**src/rtl/imem_access_arbiter.sv**
```systemverilog
// Shares the single-port IMEM SRAM between core fetch (priority) and a preload write stream.
// Grants are combinational; fetch data returns 1 cycle after grant; preload is force-granted after MAX_WAIT denials.
module imem_access_arbiter #(
  parameter int ADDR_W   = 13,
  parameter int DATA_W   = 64,
  parameter int MAX_WAIT = 4
) (
  input  logic              clk,
  input  logic              rst,
  input  logic              pl_valid,
  input  logic [ADDR_W-1:0] pl_addr,
  input  logic [DATA_W-1:0] pl_wdata,
  output logic              pl_ready,
  input  logic              pl_lock,
  input  logic              core_req,
  input  logic [ADDR_W-1:0] core_addr,
  output logic              core_gnt,
  output logic              core_rvalid,
  output logic [DATA_W-1:0] core_rdata,
  output logic              sram_cs,
  output logic              sram_we,
  output logic [ADDR_W-1:0] sram_addr,
  output logic [DATA_W-1:0] sram_wdata,
  input  logic [DATA_W-1:0] sram_rdata,
  output logic              locked,
  output logic [15:0]       pl_wr_count
);

  typedef enum logic [1:0] {
    CORE_PRI = 2'd0,
    PL_BOOST = 2'd1,
    LOCKED   = 2'd2
  } state_t;

  localparam logic [3:0] MAX_WAIT_C = 4'(MAX_WAIT);

  state_t      state_q, state_d;
  logic [3:0]  wait_cnt_q, wait_cnt_d;
  logic        core_rvalid_q, core_rvalid_d;
  logic [15:0] pl_wr_count_q, pl_wr_count_d;

  always_ff @(posedge clk or posedge rst) begin
    if (rst) begin
      state_q       <= CORE_PRI;
      wait_cnt_q    <= '0;
      core_rvalid_q <= 1'b0;
      pl_wr_count_q <= '0;
    end else begin
      state_q       <= state_d;
      wait_cnt_q    <= wait_cnt_d;
      core_rvalid_q <= core_rvalid_d;
      pl_wr_count_q <= pl_wr_count_d;
    end
  end

  // Grants are forced low during reset so nothing reaches the SRAM.
  always_comb begin
    core_gnt = 1'b0;
    pl_ready = 1'b0;
    if (!rst) begin
      case (state_q)
        LOCKED: pl_ready = pl_valid;
        PL_BOOST: begin
          if (pl_valid) pl_ready = 1'b1;
          else          core_gnt = core_req;
        end
        default: begin
          if (core_req) core_gnt = 1'b1;
          else          pl_ready = pl_valid;
        end
      endcase
    end
  end

  always_comb begin
    state_d    = state_q;
    wait_cnt_d = wait_cnt_q;
    if (pl_lock) begin
      state_d    = LOCKED;
      wait_cnt_d = '0;
    end else begin
      case (state_q)
        LOCKED, PL_BOOST: begin
          state_d    = CORE_PRI;
          wait_cnt_d = '0;
        end
        default: begin
          if (!pl_valid || pl_ready) begin
            wait_cnt_d = '0;
          end else begin
            if (wait_cnt_q < MAX_WAIT_C) wait_cnt_d = wait_cnt_q + 4'd1;
            // Boost the cycle after the denial count reaches the limit.
            if (wait_cnt_q + 4'd1 >= MAX_WAIT_C) state_d = PL_BOOST;
          end
        end
      endcase
    end
  end

  always_comb begin
    core_rvalid_d = core_gnt;
    pl_wr_count_d = pl_wr_count_q;
    if (pl_ready && (pl_wr_count_q != 16'hFFFF)) pl_wr_count_d = pl_wr_count_q + 16'd1;
  end

  always_comb begin
    sram_cs    = 1'b0;
    sram_we    = 1'b0;
    sram_addr  = '0;
    sram_wdata = '0;
    if (pl_ready) begin
      sram_cs    = 1'b1;
      sram_we    = 1'b1;
      sram_addr  = pl_addr;
      sram_wdata = pl_wdata;
    end else if (core_gnt) begin
      sram_cs   = 1'b1;
      sram_addr = core_addr;
    end
  end

  assign core_rvalid = core_rvalid_q;
  assign core_rdata  = core_rvalid_q ? sram_rdata : '0;
  assign locked      = (state_q == LOCKED);
  assign pl_wr_count = pl_wr_count_q;

endmodule

```
**config.mk**
```make
export PLATFORM = sky130hd
export DESIGN_NAME = imem_access_arbiter
export DESIGN_NICKNAME = d
export VERILOG_FILES = /design/src/rtl/imem_access_arbiter.sv
export SDC_FILE = /design/constraint.sdc
export NUM_CORES = 1
export LEC_CHECK = 0
export BUFFER_PORTS_ARGS = -buffer_cell sky130_fd_sc_hd__buf_4
export CELL_PAD_IN_SITES_DETAIL_PLACEMENT = 0
export CELL_PAD_IN_SITES_GLOBAL_PLACEMENT = 1
export CORE_AREA = 2 2 124 126
export CTS_CLUSTER_SIZE = 12
export DETAILED_ROUTE_END_ITERATION = 8
export DIE_AREA = 0 0 126 128
export PLACE_DENSITY_LB_ADDON = 0.1
export SLEW_MARGIN = 20
export SYNTH_ARGS = -nofsm -noshare
export SYNTH_HDL_FRONTEND = slang
export SYNTH_SLANG_ARGS = --single-unit
```
**constraint.sdc**
```tcl
create_clock -name clk -period 2.4 [get_ports clk]
set_input_delay 0.48 -clock clk [delete_from_list [all_inputs] [get_ports clk]]
set_output_delay 0.48 -clock clk [all_outputs]
set_load 0.02 [all_outputs]
```
# [Yosys cells after proc, flatten, opt, wreduce, memory -nomap -nowiden]
# Index checks and enable logic that the tools add are counted.
[op_classes] shift=0 n_eq_ne=4 n_reduce_logical=7 div=0 multipliers=0 n_bitwise=0 muxes=23 add_sub_neg=2 n_lt_le_gt_ge=2
[ops] op="2-to-1 mux 64 bit" n=2
[ops] op="2-to-1 mux 13 bit" n=2
[ops] op="adder 16 x 1 -> 16 bit (second input constant)" n=1
[ops] op="2-to-1 mux 4 bit" n=4
[ops] op="!= test 16 bit (second input constant)" n=1
[ops] op="2-to-1 mux 1 bit" n=9
[ops] op="2-to-1 mux 2 bit" n=4
[ops] op="adder 4 x 1 -> 4 bit (second input constant)" n=1
[ops] op=">= comparator 4 x 3 -> 1 bit (second input constant)" n=1
[ops] op="< comparator 4 x 3 -> 1 bit (second input constant)" n=1
[ops] op="one-hot mux 1 bit (2 select lines)" n=2
[ops] op="nonzero test 4 bit" n=1
[ops] op="!= test 3 x 2 -> 1 bit (second input constant)" n=1
[ops] op="nonzero test 3 bit" n=1
[ops] op="== test 2 x 1 -> 1 bit (second input constant)" n=1
[ops] op="== test 2 bit (second input constant)" n=1
[ops] op="AND reduction 2 bit" n=1
[ops] op="OR reduction 2 bit" n=1
[ops] op="logical AND 1 bit" n=1
[ops] op="logical NOT 1 bit" n=1
[ops] op="logical OR 1 bit" n=1
[word_totals] n_memories=0 word_cells=42 reg_bits=23 output_inout_bits=163 mem_bits_ro=0 mem_bits_rw=0 latchBits=0 input_bits=159

# [Depth between registers and ports, before layout]
[depth] ltp_word=7 ltp_mapped=7 mapped_depth_nobuf=7

# [Least setup slack after synthesis]
# No wires, ideal clock.
[synth_timing] kind="reg-to-output" startpoint="register state_q[0]" endpoint="output port sram_addr[10]" arrival_time_ns=1.766 t_required_ns=1.920 setup_slack_ns=0.154 path_buffers=1 stages_incl_launch_ff=8 path_cell_list="dfrtp_1 inv_1 ha_1 nand2_1 nand2_1 inv_1 clkbuf_1 a22o_1"
[synth_between] word_cells_on_any_way=8 classes_between="eq/ne (2); mux (6)"
[synth_rtl] element="from (decl)" line_no="37" source="state_t state_q, state_d;"
[synth_rtl] element="from (signal assigned)" line_no="49" source="state_q <= state_d;"
[synth_rtl] element="== test 2 x 1 -> 1 bit or == test 2 bit (tied branches)" line_no="61" source="case (state_q)"
[synth_rtl] element="one-hot mux 1 bit (2 select lines) *" line_no="61"
[synth_rtl] element="2-to-1 mux 1 bit *" line_no="60" source="if (!rst) begin"
[synth_rtl] element="named net pl_ready" line_no="13" source="output logic pl_ready,"
[synth_rtl] element="2-to-1 mux 13 bit *" line_no="111" source="if (pl_ready) begin"
[synth_rtl] element="to (decl)" line_no="22" source="output logic [ADDR_W-1:0] sram_addr,"
# Mark *: on every way through the listed nets, which the timed path passes. The rest lies on a longest branch.

# [Final worst setup path]
[layout_timing] startpoint="register state_q[0]" endpoint="output port sram_cs"
[layout_between] elab_chain_cells=5 word_cells_on_any_way=8 classes_between="eq/ne (2); mux (6)"
[layout_lines] element="== test 2 x 1 -> 1 bit or == test 2 bit (tied branches)" line_no="61"
[layout_lines] element="one-hot mux 1 bit (2 select lines)" line_no="61"
[layout_lines] element="2-to-1 mux 1 bit" line_no="60"
[layout_lines] element="2-to-1 mux 1 bit" line_no="116" source="end else if (core_gnt) begin"
[layout_lines] element="2-to-1 mux 1 bit *" line_no="111"
[layout_lines] element="to (decl)" line_no="20" source="output logic sram_cs,"
# Every way passes the cells marked *; elsewhere a longest branch is shown, timed or not.

==> results.toml <==
[power_and_ir_drop]
peakVddDrop_mv = 0.258
power_mw = 1.74
static-leakage-power_nw = 2.91
power_density_nw_per_um2 = 353

[drt]
wirelength_mm = 13.6
vias = 3200
ant_nets = 0
drt-initial-drc-count = 103
wl_per_cell_um = 17.6
drtPass1Iterations = 4
via_per_inst = 4.14
drc = 0

[critical_path]
cp_data_arrival_time_ps = 1810
max_stage_delay_ps = 380
path_common_cell = "buf_4"
critPathKind = "flip-flop to output port"
worstPathRequired_ps = 1920
cp-end-kind = "output port"
rr_worst_depth = 7
crit_path_start_kind = "flip-flop"
path_max_fanout = 4
cp_slowest_cell = "dfrtp_1"
path_cells = "inv_1 > ha_4 > a21oi_1 > nor3b_2 > buf_4 > or2_2 > buf_4"

[global_route]
overflow = 0
grt_busiest_layer = "met2"
met1_usage_pct = 15.9
gr-usage-all-layers_pct = 15.0
use_met3_pct = 5.18
use_met2_pct = 29.1
grt_max_degree = 66
grt_pass1_vias = 3143
grt_pass1_wl_mm = 18.8
antenna_found_initial = 1

[synth]
yosys-top-cells-count = "66 x and3_1, 65 x and2_1, 23 x dfrtp_1"
syn-num-nets = 439
yosysMostFrequentCell = "and3_1"
netlist_top_cells_area = "dfrtp_1 26%, and3_1 19%, and2_1 18%"
ys_ff_latch = 23
syn-cell-area_um2 = 2200
synth_cell_types = 37
synth_edf_count = 0
netlist_instances = 276
synth_top_area_share_pct = 26.2
yosys.area.top_type = "dfrtp_1"
yosysSeqAreaShare_pct = 26.2
ys_warn_count = 0
synthFlopType = "dfrtp_1"
async_flop_share_pct = 100
avgSynthCellArea_um2 = 7.97

[cts]
clk_latency_ps = 260
tritoncts = "built"
cts_inserted_buffers = 3
h-tree-depth = 1
cts_hold_buffers = 0
postCtsSetupBuffers = 0
cts_sinks = 23
cts_resized = 3
clock_path_buffers = 2
clkTransAtPathRegs_ps = 60
root_buffer = "clkbuf_16"

[outcome]
outcome = "complete, no violations"

[placed_design]
post-place-ws_ps = 181
port_buffers = 321
dp_hpwl_mm = 11.4
dp_cells = 768
gp_congestion = 0.846

[die]
die_area_um2 = 16100
die_h_um = 128
core_area_um2 = 14900
placementRows = 45
start_util_pct = 14.8
boundaryPins = 322
die_w_um = 126

[timing]
fmax_mhz = 436
hold_ws_ps = 309
slew_violations = 0
layout_min_cycle_time_ps = 2290
relSlewSlack_pct = 65.3
final.period_utilization_pct = 95.5
postLayoutSetupSlackWorst_ps = 109
hold_viol_final = 0
fin_skew_ps = 2.64
finalSetupViolCount = 0
setup_tns_ps = 0
worst_pin_slew_ps = 516
rsz0062_at_grt = "false"

[final_layout]
nFillCells = 1601
fin_nets = 748
multiInputGateArea_um2 = 1530
register_area_um2 = 576
final_cells = 773
syn_to_final_growth_pct = 125
layout-drive-gt1-share_pct = 59.2

[flow_run]
drv_cap = 0

[min_path]
hold_path_class = "primary input to async pin"
-- path summary, 6_finish.rpt --
kind / start / endpoint / slack (ps)
max: state_q[0]$_DFFE_PP0P_ / sram_cs / 110
min: rst / state_q[1]$_DFFE_PP0P_ / 310
max reg2reg: state_q[0]$_DFFE_PP0P_ / pl_wr_count[13]$_DFFE_PP0P_ / 280
min reg2reg: pl_wr_count[0]$_DFFE_PP0P_ / pl_wr_count[0]$_DFFE_PP0P_ / 530
max in group asynchronous: rst / pl_wr_count[15]$_DFFE_PP0P_ / 1840
min in group clk: pl_lock / state_q[1]$_DFFE_PP0P_ / 430
-- state kept, by name, summed over array words and instances (netlist names) --
| name | count |
|---|---|
| core_rvalid | 1 |
| state_q | 2 |
| pl_wr_count | 16 |
| wait_cnt_q | 4 |
-- worst max-delay path: cells and delay by family (launching register included) --
family                   cells  cell delay (ps)
buffers and inverters        3              450
flip-flops                   1              380
adder cells (fa/ha/maj)      1              230
AO/OA/AOI/OAI                1              150
AND/OR/NAND/NOR              2              360
-- kinds of logic after synthesis --
logic type / Yosys count / synth area share [%]
muxes: 3 / 1.65
AOI/OAI and AO/OA: 23 / 7.96
adders and majority gates: 4 / 2.28
and+or+nand+nor: 178 / 51.0
xor gates and xnor gates: 13 / 5.18
buffers and inverters: 32 / 5.75
DFF: 23 / 26.2
-- cells in the final DEF (no fill, tap or decap), types with 2 or more instances in the layout --
cell type  netlist  routed
a22o_1          13      13
a21oi_1          5       5
nand4_2          2       2
o211ai_1         2       2
dfrtp_1         23      23
nor3b_1          3       2
nand3_1          4       4
nand2_1          8       7
nor4b_1          2       2
nor3_1           5       5
xor2_1          11      11
buf_4            1     326
inv_1            7       6
or3_1            3       3
xnor2_1          2       2
nor2_1           6       6
ha_1             4       3
buf_12           0       2
and2_1          65      65
nand4_1          2       2
nor4_1           4       4
clkbuf_16        0       3
and3_1          66      66
-- stage by stage --
step	utilization, %	area (µm²)
CTS	33.2	4930
global placement	32.6	4840
global route	33.3	4940
finish	33.3	4950
floorplan	-	2200
detailed placement	32.6	4840
-- per-layer routing --
| metal | share of wire [%] | vias to the layer above |
|---|---|---|
| li1 | - | 1576 |
| met1 | 35 | 1433 |
| met2 | 54 | 183 |
| met3 | 9.2 | 8 |
| met4 | 1.3 | 0 |
| met5 | 0 | - |
-- report_power, final --
part / internal [mW] / switching [mW]
Sequential: 0.442 / 0.0793
Combinational: 0.451 / 0.404
Clock: 0.227 / 0.141
Total: 1.12 / 0.624
-- layout make-up --
cell class	count	share of cell area [%]
tap	188	4.76
inverter	7	0.531
clock buffer	4	1.59
multi-input combinational	221	30.8
antenna	1	0.0506
sequential	23	11.6
timing repair buffer	329	50.6
No activity file was read; power rests on OpenSTA's default activity.
